## src/rtl/debug_monitor_pkg.sv

```systemverilog
// rtl/debug_monitor_pkg.sv - mode encoding and timing helpers shared by the debug monitor
package debug_monitor_pkg;

  typedef enum logic [1:0] {
    MON_MANUAL = 2'b00,
    MON_SCAN   = 2'b01,
    MON_HOLD   = 2'b10,
    MON_RSVD   = 2'b11
  } mon_mode_t;

  localparam int unsigned CLK_HZ = 50_000_000;

  function automatic int unsigned ms_to_cycles(input int unsigned ms);
    return ms * (CLK_HZ / 1000);
  endfunction

endpackage

```

## src/rtl/debug_monitor_key_debounce.sv

```systemverilog
// rtl/debug_monitor_key_debounce.sv - push-button synchroniser, debouncer and press pulse
module key_debounce
  import debug_monitor_pkg::*;
#(
  parameter int unsigned DEBOUNCE_CYCLES = ms_to_cycles(10)
) (
  input  logic Clock,
  input  logic Reset,
  input  logic KeyN,
  output logic Level,
  output logic Press
);

  localparam int unsigned CNT_W = $clog2(DEBOUNCE_CYCLES + 1);
  localparam logic [CNT_W-1:0] CNT_LAST = CNT_W'(DEBOUNCE_CYCLES - 1);

  logic             r_sync1;
  logic             r_sync2;
  logic             r_level;
  logic             r_level_q;
  logic             r_press;
  logic [CNT_W-1:0] r_cnt;

  // Level starts released; a key held through reset must re-qualify from scratch.
  always_ff @(posedge Clock or posedge Reset) begin
    if (Reset) begin
      r_sync1   <= 1'b1;
      r_sync2   <= 1'b1;
      r_level   <= 1'b1;
      r_level_q <= 1'b1;
      r_press   <= 1'b0;
      r_cnt     <= '0;
    end else begin
      r_sync1   <= KeyN;
      r_sync2   <= r_sync1;
      r_level_q <= r_level;
      r_press   <= r_level_q & ~r_level;
      if (r_sync2 == r_level) begin
        r_cnt <= '0;
      end else if (r_cnt == CNT_LAST) begin
        r_level <= r_sync2;
        r_cnt   <= '0;
      end else begin
        r_cnt <= r_cnt + 1'b1;
      end
    end
  end

  assign Level = r_level;
  assign Press = r_press;

endmodule

```

## src/rtl/debug_monitor.sv

```systemverilog
// rtl/debug_monitor.sv - sequential probe selector with auto-scan and hold; DEBUG_MON_PREV_EN adds a previous-channel key
module debug_monitor
  import debug_monitor_pkg::*;
#(
  parameter  int unsigned WIDTH           = 16,
  parameter  int unsigned CHANNELS        = 8,
  parameter  int unsigned DEBOUNCE_CYCLES = ms_to_cycles(10),
  parameter  int unsigned SCAN_CYCLES     = ms_to_cycles(1000),
  localparam int unsigned CH_W            = $clog2(CHANNELS)
) (
  input  logic                      Clock,
  input  logic                      Reset,
  input  logic                      KeyNextN,
`ifdef DEBUG_MON_PREV_EN
  input  logic                      KeyPrevN,
  output logic                      StepPrev,
`endif
  input  logic [1:0]                Mode,
  input  logic [CHANNELS*WIDTH-1:0] Probes,
  output logic [CH_W-1:0]           Channel,
  output logic [WIDTH-1:0]          Display,
  output logic                      Step,
  output logic                      Frozen
);

  localparam int unsigned SC_W = $clog2(SCAN_CYCLES + 1);
  localparam logic [CH_W-1:0] CH_LAST = CH_W'(CHANNELS - 1);
  localparam logic [SC_W-1:0] SC_LAST = SC_W'(SCAN_CYCLES - 1);

  mon_mode_t        w_mode;
  logic             w_scan;
  logic             w_hold;
  logic             w_mode_chg;
  logic             w_tc;
  logic             w_step;
  logic             w_keys;
  logic             w_fwd;
  logic             w_back;
  logic             w_move;
  logic             w_next_level_unused;
  logic [CH_W-1:0]  w_ch_next;
  logic [1:0]       r_mode_q;
  logic [SC_W-1:0]  r_scan_cnt;
  logic [CH_W-1:0]  r_channel;
  logic [WIDTH-1:0] r_display;
  logic             r_frozen;

  key_debounce #(.DEBOUNCE_CYCLES(DEBOUNCE_CYCLES)) u_key_next (
    .Clock (Clock),
    .Reset (Reset),
    .KeyN  (KeyNextN),
    .Level (w_next_level_unused),
    .Press (w_step)
  );

  assign w_mode     = mon_mode_t'(Mode);
  assign w_scan     = (w_mode == MON_SCAN);
  assign w_hold     = (w_mode == MON_HOLD);
  assign w_mode_chg = (Mode != r_mode_q);
  assign w_tc       = w_scan && (r_scan_cnt == SC_LAST);

`ifdef DEBUG_MON_PREV_EN
  logic w_prev;
  logic w_prev_level_unused;

  key_debounce #(.DEBOUNCE_CYCLES(DEBOUNCE_CYCLES)) u_key_prev (
    .Clock (Clock),
    .Reset (Reset),
    .KeyN  (KeyPrevN),
    .Level (w_prev_level_unused),
    .Press (w_prev)
  );

  // Opposing presses cancel; a previous-key press also overrides a coincident scan advance.
  assign w_fwd    = ~w_prev & (w_step | w_tc);
  assign w_back   = w_prev & ~w_step;
  assign w_keys   = w_step | w_prev;
  assign StepPrev = w_prev;
`else
  assign w_fwd  = w_step | w_tc;
  assign w_back = 1'b0;
  assign w_keys = w_step;
`endif

  assign w_move = w_fwd | w_back;

  always_comb begin
    w_ch_next = r_channel;
    if (w_fwd) begin
      w_ch_next = (r_channel == CH_LAST) ? '0 : r_channel + 1'b1;
    end else if (w_back) begin
      w_ch_next = (r_channel == '0) ? CH_LAST : r_channel - 1'b1;
    end
  end

  always_ff @(posedge Clock or posedge Reset) begin
    if (Reset) begin
      r_mode_q   <= 2'b00;
      r_scan_cnt <= '0;
      r_channel  <= '0;
      r_display  <= '0;
      r_frozen   <= 1'b0;
    end else begin
      r_mode_q  <= Mode;
      r_channel <= w_ch_next;
      r_frozen  <= w_hold;
      if (!w_scan || w_mode_chg || w_keys || w_tc) begin
        r_scan_cnt <= '0;
      end else begin
        r_scan_cnt <= r_scan_cnt + 1'b1;
      end
      // Outside HOLD the display follows the selected probe; in HOLD it only refreshes on a channel move.
      if (!w_hold || w_move) begin
        r_display <= Probes[w_ch_next*WIDTH +: WIDTH];
      end
    end
  end

  assign Channel = r_channel;
  assign Display = r_display;
  assign Step    = w_step;
  assign Frozen  = r_frozen;

endmodule
```

## config.mk

```make
export PLATFORM = sky130hd
export DESIGN_NAME = debug_monitor
export DESIGN_NICKNAME = d
export VERILOG_FILES = /design/src/rtl/debug_monitor_pkg.sv /design/src/rtl/debug_monitor_key_debounce.sv /design/src/rtl/debug_monitor.sv
export SDC_FILE = /design/constraint.sdc
export NUM_CORES = 1
export LEC_CHECK = 0
export CAP_MARGIN = 10
export CORE_UTILIZATION = 46
export DETAILED_ROUTE_END_ITERATION = 10
export GPL_TIMING_DRIVEN = 1
export HOLD_SLACK_MARGIN = 0.1
export PLACE_DENSITY = 0.82
export RECOVER_POWER = 100
export SKIP_CTS_REPAIR_TIMING = 1
export SLEW_MARGIN = 5
export SYNTH_ARGS = -nofsm -noshare
export SYNTH_HDL_FRONTEND = slang
export SYNTH_SLANG_ARGS = --single-unit
```

## constraint.sdc

```tcl
create_clock -name Clock -period 3.3 [get_ports Clock]
set_clock_uncertainty 0.1 [all_clocks]
set_input_delay 0.66 -clock Clock [delete_from_list [all_inputs] [get_ports Clock]]
set_output_delay 0.66 -clock Clock [all_outputs]
set_load 0.1 [all_outputs]
```

==> impl_metrics.yaml, run 1 <==
logic_synthesis:
  synthAdderAreaFrac: 0.0115
  synthMuxAreaShare: 0.0812
  ys.flop_type: "dfrtp_1"
  avgSynthCellArea_um2: 9.97
  yosysWarningCount: 0
  syn-cell-area_mm2: 0.00435
  yosys.area_share.xor_xnor: 0.0826
  synthArstFlopShare: 1.00
  synth_top_family_by_area: "simple AND/OR/NAND/NOR gates"
  synth_compound_area_frac: 0.182
  synth_nets: 573
  synthCells: 436
  ys_types: 45
  synth_edf_count: 0
  synth_seq_cells: 72
  yosys.area_share.simple: 0.187
  yosysSeqAreaShare: 0.416
sta:
  tns_ns: 0
  fin_crit_ns: 3.10
  fmax_mhz: 322
  slew_headroom: 0.141
  hold_viol: 0
  rsz0062_at_grt: "no"
  tightest_slew_ns: 1.29
  period_share: 0.940
  final_max_slew_viol_count: 0
  setup_violations: 0
route:
  via_per_inst: 5.53
  num_vias: 3924
  drc: 0
  routedWlPerCell_um: 17.1
  wirelength_mm: 12.1
  firstDrtPassIters: 4
  drtIter0Drc: 122
  postRouteAntennaNets: 0
clock_network:
  cts.sinks: 72
  clock_path_buffers: 2
  cts_max_level: 3
  clkLatencyLatePin_ns: 0.35
  ctsRootBufferMaster: "clkbuf_8"
  cts_buffers: 9
  cts_tree: "done"
  path_clk_slew_ns: 0.07
floorplanning:
  die_area_mm2: 0.00984
  core_mm2: 0.00920
  initial_utilization: 0.473
  pin_count: 154
  die_w_um: 99.2
  fp-row-count: 35
  die_h_um: 99.2
worst_setup_path:
  worstPathRequired_ns: 3.43
  path_max_fanout: 10
  cp.arrival_ns: 3.23
  critPathKind: "input pin to register"
  end_kind: "register"
  startpoint_type: "input pin"
power:
  power.total_mw: 2.02
  powerDensity_mw_per_mm2: 330
  peakVddDrop_mv: 0.249
  p_leak_nw: 2.68
grt:
  grt_overflow: 0
  grt_pass1_wl_mm: 19.3
  grt_start_max_net_pins: 56
  grt_pass1_vias: 3965
  antenna_found_initial: 0
  groute.usage.overall: 0.250
job:
  maxCapViolCount: 0
placed_design:
  place.gp.congestion: 0.857
  dp.cells: 693
  dp_hpwl_mm: 9.36
  numPortBuffers: 153
final_layout:
  layout.cells.non_filler: 709
  num_antenna_cells: 0
  syn_to_final_growth_pct: 41.0
  nNetsFinal: 730
  drive_above_1_share: 0.0987
status:
  status: "completed"
min_path:
  hold_class: "register to register"
area by class of cell:
| class | count | area, um^2 |
|---|---|---|
| clock buffer | 13 | 159 |
| sequential | 72 | 1810 |
| clock inverter | 3 | 40.0 |
| timing repair buffer | 173 | 1580 |
| tap | 111 | 139 |
| fill | 743 | 3070 |
| inverter | 10 | 37.5 |
| multi-input combinational | 327 | 2370 |
worst max-delay path, stage by stage:
cell and delay (ns):
dlygate4sd3_1 0.55, nand4b_1 0.23, nor4_4 0.33, clkbuf_1 0.17
a311oi_4 0.12, a21oi_4 0.17, inv_2 0.12, buf_4 0.21
a221oi_1 0.31, a211oi_1 0.09, a221o_1 0.27
through the flow:
step	util	hold slack, ns	setup slack, ns	cell area, um^2
2_1_floorplan	-	0.245	0.361	4350
3_3_place_gp	0.657	0.247	0.0549	6040
3_5_place_dp	0.657	0.247	0.0159	6040
6_report	0.667	0.256	0.197	6130
5_1_grt	0.667	0.260	0.0947	6130
4_1_cts	0.679	0.257	0.318	6240
logic make-up after synthesis:
family / count (synthesis)
AO/OA/AOI/OAI: 85
XOR/XNOR: 41
adder cells (fa/ha/maj): 4
buffers and inverters: 37
flip-flops: 72
multiplexers: 35
AND/OR/NAND/NOR: 162
synth_stat cells (2+ instances only):
master | number | area [um^2]
mux2_2 | 2 | 22.5
nor2b_1 | 18 | 113
a211oi_1 | 16 | 120
mux2i_1 | 33 | 330
and2b_1 | 2 | 15.0
inv_1 | 8 | 30.0
clkbuf_1 | 13 | 48.8
nand3_1 | 24 | 120
dfstp_2 | 4 | 105
buf_1 | 2 | 7.51
a221oi_2 | 16 | 240
ha_1 | 4 | 50.1
nor2_1 | 56 | 210
a22oi_1 | 16 | 120
xnor2_1 | 19 | 166
nand2b_1 | 3 | 18.8
nor3_1 | 5 | 25.0
dfrtp_1 | 68 | 1700
buf_2 | 8 | 40.0
buf_6 | 3 | 33.8
and4_1 | 3 | 26.3
and3_1 | 3 | 18.8
xor2_1 | 22 | 193
nor4_1 | 4 | 25.0
a221o_1 | 16 | 160
inv_2 | 2 | 7.51
nor4b_1 | 2 | 17.5
a21oi_1 | 17 | 85.1
nand2_1 | 31 | 116
final timing paths:
check,cells past startpoint,slack (ns),endpoint,startpoint
worst min-delay path,0,0.26,u_key_next.r_sync2,u_key_next.r_sync1
min in group asynchronous,2,0.77,Display[10],Reset
worst min register to register,0,0.26,u_key_next.r_sync2,u_key_next.r_sync1
worst max-delay path,11,0.20,Display[5],Mode[1]
max in group asynchronous,3,0.61,r_scan_cnt[5],Reset
worst max register to register,10,0.32,Display[5],r_scan_cnt[7]
state kept, by name (all words and copies together), names as in the netlist:
signal / cells
u_key_next.Level: 1
Display: 16
r_mode_q: 2
r_scan_cnt: 26
u_key_next.r_level_q: 1
u_key_next.r_sync1: 1
Channel: 3
u_key_next.Press: 1
u_key_next.r_cnt: 19
Frozen: 1
u_key_next.r_sync2: 1
report_power, final:
part / leakage, nW / internal, mW / switching (mW)
Sequential: 0.946 / 0.906 / 0.0149
Clock: 0.103 / 0.389 / 0.317
Combinational: 1.63 / 0.180 / 0.216
Total: 2.68 / 1.48 / 0.549
placed cells by master (no fill, tap or decap), types with 2 or more instances in the layout:
| master | Yosys | routed |
|---|---|---|
| xor2_1 | 22 | 22 |
| a221o_1 | 16 | 16 |
| nand2_1 | 31 | 31 |
| a21oi_1 | 17 | 17 |
| clkbuf_1 | 13 | 25 |
| nor2b_1 | 18 | 18 |
| mux2i_1 | 33 | 32 |
| dfstp_2 | 4 | 3 |
| clkinv_2 | 0 | 2 |
| inv_1 | 8 | 8 |
| nor4b_1 | 2 | 2 |
| clkdlybuf4s50_1 | 0 | 128 |
| a211oi_1 | 16 | 16 |
| clkbuf_2 | 0 | 2 |
| ha_1 | 4 | 4 |
| a22oi_1 | 16 | 16 |
| nor2_1 | 56 | 56 |
| and4_1 | 3 | 3 |
| inv_2 | 2 | 2 |
| dlygate4sd3_1 | 0 | 4 |
| nand3_1 | 24 | 24 |
| and3_1 | 3 | 3 |
| xnor2_1 | 19 | 19 |
| dfrtp_1 | 68 | 68 |
| nor4_1 | 4 | 4 |
| a221oi_2 | 16 | 15 |
| buf_12 | 0 | 3 |
| nor3_1 | 5 | 5 |
| nand2b_1 | 3 | 3 |
| clkbuf_8 | 0 | 11 |
| and2b_1 | 2 | 2 |
| buf_4 | 1 | 13 |
per-layer routing:
layer | vias up | global-route usage | routed length, um
met3 | 30 | 0.0443 | 715
li1 | 1902 | - | -
met1 | 1859 | 0.305 | 5030
met5 | - | 0 | 0
met4 | 0 | 0.130 | 447
met2 | 133 | 0.426 | 5950
No activity file was read; power rests on OpenSTA's default activity.
==> run 2, diff against run 1 <==
--- a/config.mk
+++ b/config.mk
@@ -8,7 +8,7 @@
 export CAP_MARGIN = 10
 export CORE_UTILIZATION = 46
 export DETAILED_ROUTE_END_ITERATION = 10
-export GPL_TIMING_DRIVEN = 1
+export GPL_TIMING_DRIVEN = 0
 export HOLD_SLACK_MARGIN = 0.1
 export PLACE_DENSITY = 0.82
 export RECOVER_POWER = 100
==> run 2 against run 1 <==
  * Register-to-register slack worse by 0.22 ns
  * Via count grew 1.6%
  * First-iteration DRC count rose by 31%
  * Wire length up 2.4%
  * Largest power group unchanged
==> impl_metrics.yaml, run 2 (same netlist as run 1, synthesis figures left out) <==
power:
  p_sw_frac: 0.286
  p_seq_frac: 0.451
  power.total_mw: 2.04
  p_sw_uw: 583
  peakVddDrop_mv: 0.320
  p_comb_frac: 0.201
  p_leak_nw: 2.72
  pwr-share-clk: 0.348
  power.internal_mw: 1.45
  powerDensity_mw_per_mm2: 325
final_layout:
  final_common_cell: "clkdlybuf4s50_1"
  nNetsFinal: 740
  utilization: 0.681
  final_cell_mix: "131 x clkdlybuf4s50_1, 68 x dfrtp_1, 56 x nor2_1"
  num_antenna_cells: 0
  fillers: 716
  largest-register: "r_scan_cnt"
  drive_above_1_share: 0.110
  syn_to_final_growth_pct: 44.1
  largest_register_ff_count: 26
clock_network:
  path_clk_slew_ns: 0.08
  clkLatencyLatePin_ns: 0.35
  ctsRootBufferMaster: "clkbuf_8"
  cts_max_level: 3
  cts.sinks: 72
  clock_path_buffers: 2
  cts_buffers: 9
  cts_tree: "done"
sta:
  final_max_slew_viol_count: 0
  slew_headroom: 0.0356
  hold_viol: 0
  tightest_slew_ns: 1.45
  fin_crit_ns: 3.25
  period_share: 0.984
  setup_violations: 0
  fmax_mhz: 308
route:
  routedWlPerCell_um: 17.3
  wirelength_mm: 12.4
  firstDrtPassIters: 5
  via_per_inst: 5.55
  num_vias: 3987
  postRouteAntennaNets: 0
  drc: 0
  drtIter0Drc: 160
status:
  status: "completed"
floorplanning:
  pin_count: 154
  initial_utilization: 0.473
  fp-row-count: 35
  die_w_um: 99.2
  core_mm2: 0.00920
  die_h_um: 99.2
  die_area_mm2: 0.00984
grt:
  grt_start_max_net_pins: 73
  antenna_found_initial: 0
  grt_overflow: 0
  grt_pass1_vias: 4055
  grt_pass1_wl_mm: 19.4
  groute.usage.overall: 0.250
worst_setup_path:
  end_kind: "register"
  worstPathRequired_ns: 3.43
  critPathKind: "input pin to register"
  cp.arrival_ns: 3.38
  path_max_fanout: 10
  startpoint_type: "input pin"
placed_design:
  numPortBuffers: 153
  place.gp.congestion: 0.896
  dp_hpwl_mm: 9.75
job:
  maxCapViolCount: 0
min_path:
  hold_class: "register to register"
## run 2: routing by layer
layer | routed length, um | global-route usage | up-vias
met4 | 269 | 0.0792 | 0
met1 | 4890 | 0.281 | 1899
met5 | 0 | 0 | -
li1 | - | - | 1915
met3 | 871 | 0.0632 | 23
met2 | 6410 | 0.462 | 150
## run 2: area by class of cell
class	instances	area, um^2	area share
clock inverter	7	78.8	0.0126
multi-input combinational	327	2370	0.379
clock buffer	9	124	0.0198
sequential	72	1810	0.288
buffer	26	145	0.0232
tap	111	139	0.0222
inverter	10	37.5	0.00599
timing repair buffer	157	1560	0.249
## run 2: through the flow
stage | hold slack (ns) | worst slack (ns) | instances | TNS, ns | instance area [um^2]
floorplan | 0.245 | 0.361 | 436 | 0 | 4350
global placement | 0.246 | -0.388 | 700 | -31.58 | 6020
detailed placement | 0.247 | -0.488 | 700 | -7.09 | 6020
CTS | 0.259 | -0.125 | 716 | -1.30 | 6220
global route | 0.261 | -0.0549 | 719 | -0.578 | 6260
finish | 0.258 | 0.0541 | 719 | 0 | 6260
## run 2: critical path, cell delays in order
cell             delay (ns)
clkdlybuf4s50_1        0.46
nand4b_1               0.26
nor4_4                 0.40
a31o_4                 0.27
mux2i_1                0.28
clkbuf_4               0.29
clkbuf_2               0.26
a22oi_1                0.15
a221o_1                0.34
## run 2: worst paths after layout
path / start / to / slack [ns] / depth (start not counted)
hold / removal: u_key_next.r_sync1 / u_key_next.r_sync2 / 0.26 / 0
max in group asynchronous: Reset / Display[0] / 1.13 / 2
setup reg to reg: r_scan_cnt[8] / Display[15] / 0.10 / 8
setup / recovery: Mode[1] / Display[15] / 0.05 / 9
hold reg to reg: u_key_next.r_sync1 / u_key_next.r_sync2 / 0.26 / 0
min in group asynchronous: Reset / u_key_next.r_cnt[13] / 1.07 / 2
## run 2: power groups by stage
| stage | Clock [mW] | Combinational (mW) | Sequential [mW] |
|---|---|---|---|
| finish | 0.710 | 0.410 | 0.918 |
| CTS | 0.725 | 0.419 | 0.919 |
| global placement | 0 | 0.412 | 0.936 |
| floorplan | 0 | 0.0737 | 1.06 |
| detailed placement | 0 | 0.417 | 0.937 |
| global route | 0.766 | 0.430 | 0.921 |
==> run 3, diff against run 2 <==
==> constraint.sdc (replaced) <==
create_clock -name Clock -period 3 [get_ports Clock]
set_clock_uncertainty 0.1 [all_clocks]
set_input_delay 0.6 -clock Clock [delete_from_list [all_inputs] [get_ports Clock]]
set_output_delay 0.6 -clock Clock [all_outputs]
set_load 0.1 [all_outputs]
==> run 3 against run 2 <==
  * The flow now finishes with violations (negative setup slack)
  * Wire length is 6.7% higher
  * Register-to-register slack worse by 0.12 ns
  * Cell area is 6.5% higher
  * Power is 12% higher
  * Largest power group unchanged
  * Core utilization is 4.4 points higher
  * Critical path type is now register to register
  * Sequential power is 10% higher
  * Worst setup slack worse by 0.073 ns
  * Die area stayed put
==> impl_metrics.yaml, run 3 (same netlist as run 1, synthesis figures left out) <==
power:
  powerDensity_mw_per_mm2: 341
  p_leak_nw: 2.78
  peakVddDrop_mv: 0.354
route:
  wirelength_mm: 13.3
  num_vias: 4090
  postRouteAntennaNets: 0
  firstDrtPassIters: 4
  routedWlPerCell_um: 18.3
  drtIter0Drc: 215
  via_per_inst: 5.63
  drc: 0
min_path:
  hold_class: "register to register"
grt:
  grt_pass1_vias: 4055
  gr-usage-met2: 0.462
  gr-max-usage-layer: "met2"
  grt_start_max_net_pins: 73
  grt_overflow: 0
  grt_use_met1: 0.281
  grt.met3_usage: 0.0632
  antenna_found_initial: 0
  groute.usage.overall: 0.250
  grt_pass1_wl_mm: 19.4
worst_setup_path:
  worstPathRequired_ns: 3.13
  path_max_fanout: 8
  max_stage_delay_ns: 0.55
  end_kind: "register"
  startpoint_type: "register"
  r2r_slack_ns: -0.02
  cp.arrival_ns: 3.15
  crit_path_cell_trace: "or4b_4 > nor4_4 > a311oi_4 > a21oi_4 > inv_2 > buf_12 > clkbuf_16 > a221oi_4 > a211oi_1 > a221o_1"
  critPathKind: "register to register"
  cp_slowest_cell: "or4b_4"
sta:
  tightest_slew_ns: 1.45
  slew_headroom: 0.0321
  tns_ns: -0.0286
  fmax_mhz: 331
  fin_ws_ns: -0.0188
  setup_violations: 4
  period_share: 1.01
  rsz0062_at_grt: "yes"
  fin_crit_ns: 3.02
  hold_viol: 0
  final_max_slew_viol_count: 0
status:
  status: "finished, violations left"
  violations: "negative setup slack"
floorplanning:
  core_mm2: 0.00920
  die_area_mm2: 0.00984
  die_h_um: 99.2
  initial_utilization: 0.473
  die_w_um: 99.2
  fp-row-count: 35
  pin_count: 154
final_layout:
  largest-register: "r_scan_cnt"
  nNetsFinal: 748
  seq_area_mm2: 0.00181
  largest_register_ff_count: 26
  num_antenna_cells: 0
  multiInputGateArea_mm2: 0.00261
  final_cell_mix: "149 x clkdlybuf4s50_1, 67 x dfrtp_1, 55 x nor2_1"
  fillers: 633
  syn_to_final_growth_pct: 53.5
  drive_above_1_share: 0.159
  utilization: 0.726
  final_common_cell: "clkdlybuf4s50_1"
clock_network:
  path_clk_slew_ns: 0.08
  ctsRootBufferMaster: "clkbuf_8"
  cts_buffers: 9
  cts_tree: "done"
  clkLatencyLatePin_ns: 0.35
  clock_path_buffers: 2
  cts_max_level: 3
  cts.sinks: 72
placed_design:
  place.gp.congestion: 0.896
  dp_hpwl_mm: 9.75
  numPortBuffers: 153
job:
  maxCapViolCount: 0
## run 3: cell count changes in the layout (fill, tap and decap cells not counted), moves of 3 or more
cell             previous run  this run
a221oi_2                   16         5
buf_12                      0         4
a221oi_4                    0        11
mux2i_1                    32        26
mux2i_4                     0         3
clkdlybuf4s50_1           131       149
a211oi_1                   16         7
a211oi_2                    0         9
buf_4                       5        12
dlygate4sd3_1              22         2
buf_2                       6         1
mux2i_2                     1         4
## run 3: worst paths after layout
kind	from	to	cells after the start
worst max register to register	r_scan_cnt[9]	Display[6]	10
worst max-delay path	r_scan_cnt[9]	Display[6]	10
worst min register to register	u_key_next.r_sync1	u_key_next.r_sync2	0
min in group asynchronous	Reset	u_key_next.r_cnt[13]	2
worst min-delay path	u_key_next.r_sync1	u_key_next.r_sync2	0
max in group asynchronous	Reset	r_scan_cnt[7]	2
## run 3: area by class of cell
| class | instances | share of cell area |
|---|---|---|
| multi-input combinational | 327 | 0.392 |
| sequential | 72 | 0.271 |
| timing repair buffer | 165 | 0.251 |
| buffer | 26 | 0.0300 |
| tap | 111 | 0.0208 |
| clock buffer | 9 | 0.0186 |
| clock inverter | 7 | 0.0118 |
| inverter | 10 | 0.00563 |
## run 3: metal layers
metal,vias up,routed length (um)
met5,-,0
met4,0,341
met3,32,1030
met2,172,6870
met1,1948,5030
li1,1938,-
## run 3: critical path, delay by kind of cell, from the launching register on
kind,cells,cell delay (ns)
and+or+nand+nor,2,0.94
AOI/OAI and AO/OA,5,1.06
DFF,1,0.39
buffers and inverters,3,0.42
## run 3: metrics by stage
stage / total power, mW / instances / hold slack (ns) / setup WS, ns / instance area (um^2)
2_1_floorplan: 1.25 / 436 / 0.245 / 0.0607 / 4350
3_3_place_gp: 1.48 / 700 / 0.246 / -0.628 / 6020
3_5_place_dp: 1.49 / 700 / 0.247 / -0.728 / 6020
4_1_cts: 2.27 / 716 / 0.259 / -0.365 / 6220
5_1_grt: 2.35 / 727 / 0.261 / -0.141 / 6670
6_report: 2.27 / 727 / 0.258 / -0.0188 / 6670
## run 3: where the power goes
part	total [mW]	switching [mW]	internal, mW
Sequential	1.01	0.0155	0.996
Clock	0.791	0.400	0.391
Combinational	0.472	0.247	0.225
